**src/rtl/timer_counter_if.sv**
```systemverilog
// timer_counter_if: bus-side signals of the timer_counter device.
// The master modport is the bridge/CPU side; the slave modport is the timer.
interface timer_counter_if;
  logic        sel;
  logic        we;
  logic [1:0]  addr;
  logic [3:0]  byteEn;
  logic [31:0] wd;
  logic [31:0] rd;
  logic        irq;

  modport master (
    output sel, we, addr, byteEn, wd,
    input  rd, irq
  );

  modport slave (
    input  sel, we, addr, byteEn, wd,
    output rd, irq
  );
endinterface

```
**src/rtl/timer_counter.sv**
```systemverilog
// timer_counter: memory-mapped programmable down-counter with interrupt output.
// Word registers: 0 CTRL, 1 PRESET, 2 COUNT (read-only), 3 reserved (reads 0).
// CTRL: bit0 EN, bits[2:1] MODE (01 auto-reload, anything else one-shot), bit3 IM.
// Build macro TIMER_PRESCALE_EN adds an 8-bit prescale field PSC in CTRL[11:4];
// each COUNT step then lasts PSC+1 cycles. Without it CTRL[11:4] reads 0.
module timer_counter #(
  parameter int CNT_W = 32
) (
  input  logic           clk,
  input  logic           reset,   // asynchronous, active-low
  timer_counter_if.slave bus
);

  localparam logic [1:0] A_CTRL   = 2'd0;
  localparam logic [1:0] A_PRESET = 2'd1;
  localparam logic [1:0] A_COUNT  = 2'd2;

`ifdef TIMER_PRESCALE_EN
  localparam logic [11:0] CTRL_MASK = 12'hFFF;
`else
  localparam logic [11:0] CTRL_MASK = 12'h00F;
`endif

  localparam logic [CNT_W-1:0] CNT_ONE = CNT_W'(1);

  typedef enum logic [1:0] {
    ST_IDLE = 2'd0,
    ST_LOAD = 2'd1,
    ST_CNT  = 2'd2,
    ST_INT  = 2'd3
  } state_t;

  state_t            state_q, state_d;
  logic [11:0]       ctrl_q, ctrl_d;
  logic [CNT_W-1:0]  preset_q, preset_d;
  logic [CNT_W-1:0]  count_q, count_d;
  logic              int_q, int_d;
  logic              int_set;
  logic              step;
  logic              wr_ctrl;
  logic              wr_preset;
  logic [11:0]       ctrl_wdata;
  logic [CNT_W-1:0]  preset_wdata;
  logic [31:0]       rd_data;

  logic              en;
  logic              mode_auto;
  logic              im;

  // Zero-extend a counter-width value onto the 32-bit data bus.
  function automatic logic [31:0] zext(input logic [CNT_W-1:0] v);
    logic [31:0] r;
    r = '0;
    r[CNT_W-1:0] = v;
    return r;
  endfunction

  // Replace the byte lanes selected by be with the matching lanes of wdata.
  function automatic logic [31:0] merge_bytes(input logic [31:0] old_v,
                                              input logic [31:0] wdata,
                                              input logic [3:0]  be);
    logic [31:0] r;
    r = old_v;
    for (int b = 0; b < 4; b++) begin
      if (be[b]) r[8*b +: 8] = wdata[8*b +: 8];
    end
    return r;
  endfunction

  // Keep only the implemented CTRL bits; the rest are read-only zero.
  function automatic logic [11:0] to_ctrl(input logic [31:0] v);
    return v[11:0] & CTRL_MASK;
  endfunction

  // Drop bus bits above the counter width.
  function automatic logic [CNT_W-1:0] to_cnt(input logic [31:0] v);
    return v[CNT_W-1:0];
  endfunction

  assign en        = ctrl_q[0];
  assign mode_auto = (ctrl_q[2:1] == 2'b01);
  assign im        = ctrl_q[3];

  assign wr_ctrl   = bus.sel & bus.we & (bus.addr == A_CTRL);
  assign wr_preset = bus.sel & bus.we & (bus.addr == A_PRESET);

  assign ctrl_wdata   = to_ctrl(merge_bytes({20'b0, ctrl_q}, bus.wd, bus.byteEn));
  assign preset_wdata = to_cnt(merge_bytes(zext(preset_q), bus.wd, bus.byteEn));

`ifdef TIMER_PRESCALE_EN
  logic [7:0] psc_q, psc_d;

  // A COUNT step is taken once the prescaler has reached PSC; a PSC lowered
  // below the running prescale value steps immediately rather than wrapping.
  assign step = (psc_q >= ctrl_q[11:4]);

  // Prescale counter: cleared on LOAD, advances every enabled CNT cycle.
  always_comb begin
    psc_d = psc_q;
    if (state_q == ST_LOAD) begin
      psc_d = '0;
    end else if ((state_q == ST_CNT) && en) begin
      psc_d = step ? 8'd0 : psc_q + 8'd1;
    end
  end

  // Prescale counter register.
  always_ff @(posedge clk or negedge reset) begin
    if (!reset) psc_q <= '0;
    else        psc_q <= psc_d;
  end
`else
  assign step = 1'b1;
`endif

  // Read mux: purely combinational from addr, independent of sel.
  always_comb begin
    rd_data = '0;
    case (bus.addr)
      A_CTRL:   rd_data = {20'b0, ctrl_q};
      A_PRESET: rd_data = zext(preset_q);
      A_COUNT:  rd_data = zext(count_q);
      default:  rd_data = '0;
    endcase
  end

  assign bus.rd  = rd_data;
  assign bus.irq = im & int_q;

  // Next-state logic: FSM step first, then bus writes layered on top.
  always_comb begin
    state_d  = state_q;
    ctrl_d   = ctrl_q;
    preset_d = preset_q;
    count_d  = count_q;
    int_d    = int_q;
    int_set  = 1'b0;

    case (state_q)
      ST_IDLE: begin
        if (en) state_d = ST_LOAD;
      end
      ST_LOAD: begin
        count_d = preset_q;
        int_d   = 1'b0;
        state_d = ST_CNT;
      end
      ST_CNT: begin
        if (!en) begin
          state_d = ST_IDLE;
        end else if (step) begin
          if (count_q > CNT_ONE) begin
            count_d = count_q - CNT_ONE;
          end else begin
            count_d = '0;
            int_d   = 1'b1;
            int_set = 1'b1;
            state_d = ST_INT;
          end
        end
      end
      ST_INT: begin
        if (mode_auto) begin
          int_d   = 1'b0;
          state_d = ST_LOAD;
        end else begin
          ctrl_d[0] = 1'b0;
          state_d   = ST_IDLE;
        end
      end
      default: state_d = ST_IDLE;
    endcase

    if (wr_preset) preset_d = preset_wdata;

    // A CTRL write overrides the one-shot EN clear and acknowledges the
    // interrupt, unless the counter expires on this very edge.
    if (wr_ctrl) begin
      ctrl_d = ctrl_wdata;
      if (!int_set) int_d = 1'b0;
    end
  end

  // State and register file, all cleared by the asynchronous reset.
  always_ff @(posedge clk or negedge reset) begin
    if (!reset) begin
      state_q  <= ST_IDLE;
      ctrl_q   <= '0;
      preset_q <= '0;
      count_q  <= '0;
      int_q    <= 1'b0;
    end else begin
      state_q  <= state_d;
      ctrl_q   <= ctrl_d;
      preset_q <= preset_d;
      count_q  <= count_d;
      int_q    <= int_d;
    end
  end

endmodule

```
**src/flat_wrapper.sv**
```systemverilog
// flat-port wrapper written by rule: the top's interface ports become plain ports
module timer_counter_flat 
#(
  parameter int CNT_W = 32
)
  (clk, reset, bus_sel, bus_we, bus_addr, bus_byteEn, bus_wd, bus_rd, bus_irq);
  timer_counter_if bus_i ();
  input  logic clk;
  input  logic reset;
  input wire logic [$bits(bus_i.sel)-1:0] bus_sel;
  input wire logic [$bits(bus_i.we)-1:0] bus_we;
  input wire logic [$bits(bus_i.addr)-1:0] bus_addr;
  input wire logic [$bits(bus_i.byteEn)-1:0] bus_byteEn;
  input wire logic [$bits(bus_i.wd)-1:0] bus_wd;
  output wire logic [$bits(bus_i.rd)-1:0] bus_rd;
  output wire logic [$bits(bus_i.irq)-1:0] bus_irq;
  assign bus_i.sel = bus_sel;
  assign bus_i.we = bus_we;
  assign bus_i.addr = bus_addr;
  assign bus_i.byteEn = bus_byteEn;
  assign bus_i.wd = bus_wd;
  assign bus_rd = bus_i.rd;
  assign bus_irq = bus_i.irq;
  timer_counter #(.CNT_W(CNT_W)) u_core (.clk(clk), .reset(reset), .bus(bus_i));
endmodule
```
**config.mk**
```make
export PLATFORM = sky130hd
export DESIGN_NAME = timer_counter_flat
export DESIGN_NICKNAME = d
export VERILOG_FILES = /design/src/rtl/timer_counter_if.sv /design/src/rtl/timer_counter.sv /design/src/flat_wrapper.sv
export SDC_FILE = /design/constraint.sdc
export NUM_CORES = 1
export LEC_CHECK = 0
export CORE_ASPECT_RATIO = 1.1
export CORE_MARGIN = 2
export CORE_UTILIZATION = 50
export DETAILED_ROUTE_END_ITERATION = 12
export PLACE_DENSITY = 0.8
export RECOVER_POWER = 100
export SLEW_MARGIN = 10
export SYNTH_ARGS = -nofsm -noshare
export SYNTH_HDL_FRONTEND = slang
export SYNTH_SLANG_ARGS = --single-unit
```
**constraint.sdc**
```tcl
create_clock -name clk -period 2.81 [get_ports clk]
set_clock_uncertainty 0.05 [all_clocks]
set_input_delay 0.281 -clock clk [delete_from_list [all_inputs] [get_ports clk]]
set_output_delay 0.281 -clock clk [all_outputs]
set_load 0.02 [all_outputs]
```
**Word level (Yosys, flattened, before mapping)**

Cells that the tools add are included.

- Reduce and logical (&&, ||, !) cells: 12
- Bitwise operators: 4
- Order comparisons: 1
- Equality and inequality tests: 11
- Add/sub/neg operators: 1
- Muxes and demuxes: 22

Operators with widths:

| cell | number |
|---|---|
| $pmux W32 S3 | 1 |
| $mux W32 | 2 |
| $pmux W32 S2 | 1 |
| $gt A32 B1 Y1 const B | 1 |
| $sub A32 B1 Y32 const B | 1 |
| $reduce_and A2 Y1 | 7 |
| $mux W1 | 13 |
| $pmux W2 S4 | 1 |
| $eq A2 B1 Y1 const B | 3 |
| $eq A2 B2 Y1 const B | 3 |
| $mux W2 | 3 |
| $ne A2 B1 Y1 const B | 3 |
| $and A1 B1 Y1 | 4 |
| $logic_not A2 Y1 | 2 |
| $reduce_bool A2 Y1 | 2 |
| $ne A3 B3 Y1 const B | 1 |
| $pmux W1 S3 | 1 |
| $reduce_and A3 Y1 | 1 |
| $ne A2 B2 Y1 const B | 1 |

- Input port bits: 42
- Output and inout port bits: 33
- Logic and storage cells: 60
- Bits in registers: 71

**Logic depth before layout (Yosys ltp)**

Gate-level depths: netlist of run 1.

- Depth in word-level cells: 6
- Mapped depth: 9

**Worst setup path before layout of run 1**

Ideal clock, no wire load.

- Path kind: reg-to-reg
- Start: register u_core.count_q[2]
- End: register u_core.count_q[19]
- Buffers on the path: 1
- Stages on the path, launching flop included: 7
- Arrival time: 2.112 ns
- Period minus slack after synthesis: 2.283 ns
- Path slack: 0.527 ns
- Cells stage by stage: dfrtp_1 -> buf_2 -> nor4_4 -> nand4_2 -> or4b_1 -> a31o_1 -> a22o_1

- Longest elaborated chain between the ends: 4
- Elaborated cells on any way between the ends: 5
- Classes of those cells: add/sub (1); order compare (1); mux (3)

RTL lines:

| item | line | RTL |
|---|---|---|
| start, declared | timer_counter.sv:36 | `logic [CNT_W-1:0] count_q, count_d;` |
| start signal, assigned | timer_counter.sv:196 | `count_q <= count_d;` |
| $sub A32 B1 Y32 or $gt A32 B1 Y1 (tied branches) | timer_counter.sv:153, timer_counter.sv:152 |  |
| $mux W32 (*) | timer_counter.sv:152 | `if (count_q > CNT_ONE) begin` |
| $mux W32 (*) | timer_counter.sv:149 | `if (!en) begin` |
| $pmux W32 S2 (*) | timer_counter.sv:139 | `case (state_q)` |

Mark *: on every way between the ends. The rest lies on a longest branch, timed or not. The select of a mux whose other input is x is not followed.
A chain may end at the register's enable or synchronous reset.

**Final worst setup path of run 1**

- Start: input port bus_addr[0]
- End: output port bus_rd[11]

- Longest elaborated chain between the ends: 2
- Elaborated cells on any way between the ends: 4
- Classes of those cells: eq/ne (2); mux (1); reduce/logical (1)

RTL lines:

| item | line | RTL |
|---|---|---|
| start, declared | flat_wrapper.sv:12 | `input wire logic [$bits(bus_i.addr)-1:0] bus_addr;` |
| $eq A2 B2 Y1 (tied with other cells) | timer_counter.sv:119 | `case (bus.addr)` |
| $pmux W32 S3 (*) | timer_counter.sv:119 |  |
| end, declared | flat_wrapper.sv:15 | `output wire logic [$bits(bus_i.rd)-1:0] bus_rd;` |

Mark *: on every way between the ends. The rest lies on a longest branch, timed or not.

==> impl_summary.txt, run 1 <==
----------------------------------------------------
[Synthesis]
  Part of the Yosys area used for sequential elements ... 0.427
  Main synth FF type ... dfrtp_1
  Number of synthesized flops with an enable pin ... 0
  Cell types occupying the most area after synthesis ... dfrtp_1, mux2_2, a22o_1
  Cell type with the highest aggregate area in the netlist ... dfrtp_1
  Warnings from Yosys ... 0
  Most frequent cell after synthesis ... dfrtp_1
  Cell count after synthesis ... 411
  Most frequent cells after synthesis ... dfrtp_1, mux2_2, a22o_1
  Synth cell types ... between 50 and 60
  Fraction of registers with async set/reset ... 1.00
  Yosys reg bits ... 71
  Synth top area share ... 0.427
  Per-instance average area after synthesis ... slightly above 10 µm²
  Area of the mapped netlist ... 4160 µm²
  Net count after synthesis ... ~460

[Timing]
  Max Slew Vio Count ... 29
  Final period utilization ... 0.947
  Total setup violations reported at the end of the flow ... 0
  Count of final hold-check violations ... 0
  Summed negative setup slack over all endpoints ... 0 ps
  Worst path setup slack after routing ... between 100 and 150 ps
  Post-route minimum period ... approximately 2700 ps
  Max-Slew Margin vs Limit ... -0.0837
  Post-Route Hold Slack ... 476 ps
  RSZ-0062 raised after global routing ... false
  Highest clock frequency the design can meet ... roughly 0.38 GHz
  Worst-margin pin slew ... ~1600 ps

[Global route]
  Initial antenna violation count ... 0
  Via count of the first global-routing pass ... 3977
  Congestion Overflow GR ... 0
  GRT Util Overall ... 0.267
  First-pass GRT wire length ... ~20 mm
  Largest net degree at the start of global routing ... 44

[Setup path]
  WP data required ... 2480 ps
  Biggest fanout along the worst timing path ... 28
  Crit path capture type ... output port
  Type of origin of the critical path ... input pin
  Startpoint of the most critical register-to-register path ... u_core.count_q[2]
  Data arrival time of the critical path ... 2330 ps
  Worst setup path class ... in -> out
  Crit path launch ... bus_addr[0]

[CTS]
  Clock tree from TritonCTS ... done
  Library cell used as clock root buffer ... clkbuf_8
  CTS sink cnt ... slightly above 70
  Maximum clock path buffer count ... 2
  Setup fix buffers added after clock tree synthesis ... 0
  Number of buffers created by CTS ... 9
  Clock-pin transition on the worst setup and hold timing paths ... 70 ps
  H-tree levels ... 3
  Clock insertion delay at the later pin of the skew report ... about 350 ps

[Power]
  Power per cell area ... approximately 900 nW/µm²
  Total chip power ... between 4 and 5 mW
  Peak supply drop ... about 380 µV
  Leakage power total ... around 2.2 nW

[Die]
  Core region area ... approximately 8000 µm²
  X dimension of the die ... just over 90 µm
  Floorplan die height ... between 90 and 100 µm
  Area of the die ... between 9000 and 10000 µm²
  Starting density of the core ... 0.520
  Count of standard-cell rows ... 34
  IO Pins ... 75

[Drt]
  Routed WL per cell ... ~20 µm
  Routed Wire Length ... 11.8 mm
  Vias per cell ... approximately 6.5
  Total number of vias ... 3909
  ANT nets after route ... 0
  Pre-antenna DRT Iters ... 5
  Starting DRT DRC Count ... 379
  Residual DRC ... 0

[Layout]
  Sequential cell area in the final layout ... between 1500 and 2000 µm²
  Ant diodes ... 0
  Area of the multi-input gates ... roughly 2200 µm²
  Nets@finish ... approximately 530
  Post-synthesis to final-layout area growth ... 26.5%
  # fillers ... roughly 650
  Ratio of cells with drive above 1 in the final layout ... 0.159
  Final Core Density ... 0.658

[Status]
  Outcome ... finished, violations left
  Violated checks ... max-capacitance violations, max-slew violations

[Place]
  Placed wire-length estimate after detailed placement ... approximately 8.0 mm
  Post-place setup slack ... between 300 and 400 ps
  Routability-driven placement congestion ratio ... ~0.89
  Number of buffers added on ports ... 74

[Flow run]
  Max-cap viol count ... 1

[Worst hold path]
  Class of the tightest hold or removal check ... reg -> reg
  Hold_sp ... u_core.ctrl_q[1]

----------------------------------------------------
==> stage by stage <==
step	cell area, µm²	instances
floorplan	4160	411
global placement	5090	581
detailed placement	5090	581
CTS	5290	598
global route	5260	598
finish	5260	598
==> logic make-up after synthesis <==
group | share of synthesized area
AO/OA/AOI/OAI | 0.207
adder cells (fa/ha/maj) | 0.00601
buffers and inverters | 0.0409
flip-flops | 0.427
multiplexers | 0.107
AND/OR/NAND/NOR | 0.212
==> critical path, stage by stage <==
cell           delay, ps
dlygate4sd3_1        590
nor2b_1              180
clkbuf_4             390
a22o_1               220
dlygate4sd3_1        670
==> layout make-up <==
type                            instances  share of cell area
Multi-Input combinational cell        300               0.421
Clock inverter                          3             0.00808
Clock buffer                           13              0.0283
Inverter                                8             0.00571
Tap cell                              108              0.0257
Timing Repair Buffer                   95               0.173
Sequential cell                        71               0.338
==> per-layer routing <==
layer	up-vias	wire [µm]	share of wire	track usage
met5	-	0	0	0
li1	1761	-	-	-
met1	1914	4830	0.41	0.336
met4	0	308	0.026	0.104
met2	205	5850	0.50	0.461
met3	29	789	0.067	0.0424
==> worst paths after layout <==
path                            slack [ps]  depth (start not counted)                  end
worst max-delay path                   150                          5           bus_rd[11]
worst min register to register         480                          1     u_core.ctrl_q[1]
min in group asynchronous              830                          2  u_core.preset_q[22]
worst min-delay path                   480                          1     u_core.ctrl_q[1]
max in group asynchronous              930                          3    u_core.count_q[1]
worst max register to register         270                          6   u_core.count_q[19]
==> timing repair <==
| action | in CTS | in global routing |
|---|---|---|
| gates resized for setup | 0 | 0 |
| hold buffers | 1 | 0 |
| endpoints found under the setup margin | 0 | 0 |
| endpoints found under the hold margin | 28 | 0 |
==> state kept, by name, summed over array words and instances (netlist names) <==
register         flops
u_core.count_q      32
u_core.ctrl_q        4
u_core.preset_q     32
u_core.state_q       2
u_core.int_q         1
==> report_power, final <==
group / switching, mW / total, mW / internal [mW] / leakage, nW
clock: 0.381 / 0.816 / 0.434 / 0.0936
combinational: 1.05 / 1.95 / 0.907 / 1.19
sequential: 0.541 / 1.92 / 1.38 / 0.877
==> cells in the final DEF (no fill, tap or decap), types with 2 or more instances in the layout <==
master and instances:
o41ai_1 6, o2bb2ai_1 3, clkbuf_8 10, nand2b_1 4, nand2_1 31, dlygate4sd3_1 28
a22oi_1 15, ha_1 2, mux2i_1 5, a21oi_1 8, nor4_2 2, clkbuf_1 6
nand3b_1 2, clkdlybuf4s50_1 46, nor2_1 12, nor2b_1 5, nand4_1 13, buf_12 2
and3_1 6, a31oi_1 4, or3_1 11, dfrtp_1 71, nor4_1 3, o31a_1 3
nor3_1 8, or4_1 10, o211ai_1 4, buf_4 15, nand3_1 23, o311ai_0 6
o21ai_0 12, inv_1 8, o221ai_1 2, o31ai_1 6, mux2_2 35, a22o_1 33
nor4_4 3, o22ai_1 2
(Power assumes the default switching activity.)
==> run 2, diff against run 1 <==
- CTS_CLUSTER_DIAMETER: default -> 100
==> results of run 2 <==
The final DEF is identical to that of run 1; final timing and power are the same.
==> run 3, diff against run 2 <==
- CORE_MARGIN: 2 -> default
==> impl_summary.txt, run 3 (same netlist as run 1, synthesis figures left out) <==
----------------------------------------------------
[Worst hold path]
  Class of the tightest hold or removal check ... in -> async

[Die]
  Area of the die ... 8690 µm² (-4.2%)
  IO Pins ... 75 (unchanged)
  X dimension of the die ... 89.0 µm (-2.2%)
  Floorplan die height ... 97.7 µm (-2.0%)
  Starting density of the core ... 0.520 (unchanged)
  Count of standard-cell rows ... 34 (unchanged)
  Core region area ... 8000 µm² (unchanged)

[Power]
  Combinational group share of total power ... 0.418 (+0.002)
  Leakage power total ... 2.10 nW (-2.6%)
  Cell internal pwr ... 2.72 mW (-0.26%)
  Switching Fraction ... 0.423 (+0.00302)
  Sequential fraction of design power ... 0.409 (about the same)
  Part of the total power dissipated in the clock network ... 0.173 (about the same)
  Net switching power of the design ... 1.99 mW (+0.98%)
  Peak supply drop ... 436 µV (+15%)
  Power per cell area ... 897 nW/µm² (+0.64%)

[Status]
  Outcome ... finished, violations left
  Violated checks ... max-capacitance violations, max-slew violations

[Setup path]
  Number of buffers and inverters on the critical path ... 4 (+1)
  Type of origin of the critical path ... input pin
  Crit path capture type ... output port
  Number of gates on the worst path with buffers counted ... 6 (+1)
  Reg-to-reg endpoint ... u_core.count_q[26]
  Biggest fanout along the worst timing path ... 32 (+14%)
  WP data required ... 2480 ps (about the same)
  Register-to-register setup slack ... 280 ps (about the same)
  CP delay by family, top ... buffers and inverters
  Data arrival time of the critical path ... 2290 ps (-40 ps)
  Highest cell delay on the worst timing path ... 670 ps (about the same)
  End point of the critical path ... bus_rd[31]
  Sequence of cells on the critical path ... dlygate4sd3_1 -> clkbuf_1 -> nor2b_2 -> buf_12 -> a22o_1 -> dlygate4sd3_1
  Worst path most repeated cell ... dlygate4sd3_1
  Worst setup path class ... in -> out
  Number of cells on the worst reg-to-reg path ... 6 (unchanged)
  Master of the slowest instance on the critical path ... dlygate4sd3_1
  Startpoint of the most critical register-to-register path ... u_core.count_q[23]
  Crit path launch ... bus_addr[0]

[Drt]
  Routed WL per cell ... 19.6 µm (-0.62%)
  Routed Wire Length ... 11.7 mm (-0.62%)
  Total number of vias ... 3953 (+1.1%)
  Residual DRC ... 0 (unchanged)
  Pre-antenna DRT Iters ... 5 (unchanged)
  Vias per cell ... 6.61 (+1.1%)
  Starting DRT DRC Count ... 280 (-26%)
  ANT nets after route ... 0 (unchanged)

[Layout]
  Final Core Density ... 0.656 (-0.00250)
  Ratio of cells with drive above 1 in the final layout ... 0.163 (+0.00408)
  Biggest regs ... u_core.count_q (32), u_core.preset_q (32), u_core.ctrl_q (4)
  Ant diodes ... 0 (unchanged)
  Highest-count cells in the layout ignoring fill and taps ... dfrtp_1, clkdlybuf4s50_1, mux2_2, a22o_1, nand2_1
  Nets@finish ... 529 (unchanged)
  Layout Cells excl Fill ... 598 (unchanged)
  Final Cell Area ... 5240 µm² (-0.38%)
  Post-synthesis to final-layout area growth ... 26.0%
  Commonest non-fill, non-tap cell in the layout ... dfrtp_1

[CTS]
  Number of hold buffers added after CTS ... 0 (-1)
  Number of buffers created by CTS ... 9 (unchanged)
  Clock insertion delay at the later pin of the skew report ... 360 ps (about the same)
  Count of instances resized after the clock tree is built ... 0 (unchanged)
  Library cell used as clock root buffer ... clkbuf_8
  CTS sink cnt ... 71 (unchanged)
  Clock-pin transition on the worst setup and hold timing paths ... 70 ps (about the same)
  Setup fix buffers added after clock tree synthesis ... 0 (unchanged)
  H-tree levels ... 3 (unchanged)
  Clock tree from TritonCTS ... done
  Maximum clock path buffer count ... 2 (unchanged)

[Global route]
  Largest net degree at the start of global routing ... 72 (+64%)
  Via count of the first global-routing pass ... 3984 (+0.18%)
  Congestion Overflow GR ... 0 (unchanged)
  Initial antenna violation count ... 0 (unchanged)
  GRT Util Overall ... 0.290 (+0.0237)
  First-pass GRT wire length ... 19.3 mm (-0.99%)

[Timing]
  RSZ-0062 raised after global routing ... false
  Max-Slew Margin vs Limit ... -0.178 (-0.0943)
  Worst-margin pin slew ... 1770 ps (+141 ps)
  Count of final hold-check violations ... 0 (unchanged)
  Post-route minimum period ... 2620 ps (-40.7 ps)
  Final period utilization ... 0.933 (-0.0145)
  Summed negative setup slack over all endpoints ... 0 ps (unchanged)
  Max Slew Vio Count ... 72 (+150%)
  Total setup violations reported at the end of the flow ... 0 (unchanged)
  Highest clock frequency the design can meet ... 0.382 GHz (+1.6%)
  Post-Route Hold Slack ... 410 ps (-65.7 ps)

[Place]
  Number of buffers added on ports ... 74 (unchanged)
  Routability-driven placement congestion ratio ... 0.966 (+8.3%)
  Post-placement cell count ... 582 (+0.17%)
  Placed standard-cell area ... 5070 µm² (-0.34%)
  Placed wire-length estimate after detailed placement ... 8.03 mm (+0.27%)

[Flow run]
  Max-cap viol count ... 1 (unchanged)

----------------------------------------------------
run 3: cell count changes in the layout (fill, tap and decap cells not counted), sizes merged:
cell,delta
buf,+3
clkinvlp,+1
clkinv,+1
clkbuf,-4
dlygate4sd3,-24
clkdlybuf4s50,+23
run 3: area by class of cell:
cell class,instances,area [µm²]
clock buffers,11,131
clock inverters,5,58.8
fillers,690,2760
inverters,8,30.0
multi-input cells,300,2210
flip-flops and latches,71,1780
well taps,108,135
repair buffers,95,900
run 3: how the worst min path moves through the flow:
| stage | start | end | slack [ps] |
|---|---|---|---|
| floorplan | reset | u_core.count_q[0] | -60 |
| global placement | u_core.preset_q[20] | u_core.count_q[20] | 460 |
| detailed placement | u_core.preset_q[13] | u_core.count_q[13] | 460 |
| CTS | reset | u_core.preset_q[15] | 120 |
| global route | bus_wd[7] | u_core.preset_q[7] | 490 |
| finish | reset | u_core.preset_q[15] | 410 |
run 3: power groups by stage:
stage / Combinational [mW] / Clock (mW) / Sequential, mW
6_report: 1.97 / 0.812 / 1.93
3_3_place_gp: 1.90 / 0 / 1.89
4_1_cts: 1.97 / 0.818 / 1.90
3_5_place_dp: 1.95 / 0 / 1.92
2_1_floorplan: 1.43 / 0 / 1.72
5_1_grt: 2.15 / 0.863 / 1.98
run 3: stage by stage:
| stage | power, mW | setup WS, ps |
|---|---|---|
| floorplan | 3.15 | 527 |
| global placement | 3.80 | 398 |
| detailed placement | 3.87 | 355 |
| CTS | 4.69 | 345 |
| global route | 4.99 | 104 |
| finish | 4.70 | 189 |
run 3: worst register-to-register path: stages (launching register included):
cell and delay, ps:
dfrtp_1 490, or3_1 460, nor4_1 460, nand4_1 190, buf_4 210, nand2_1 310, o311ai_0 220
run 3: layer usage:
layer / vias up / global-route usage / routed length [µm]
met2: 239 / 0.442 / 5570
met4: 0 / 0.187 / 482
li1: 1764 / - / -
met3: 44 / 0.0527 / 951
met1: 1906 / 0.374 / 4710
met5: - / 0 / 0
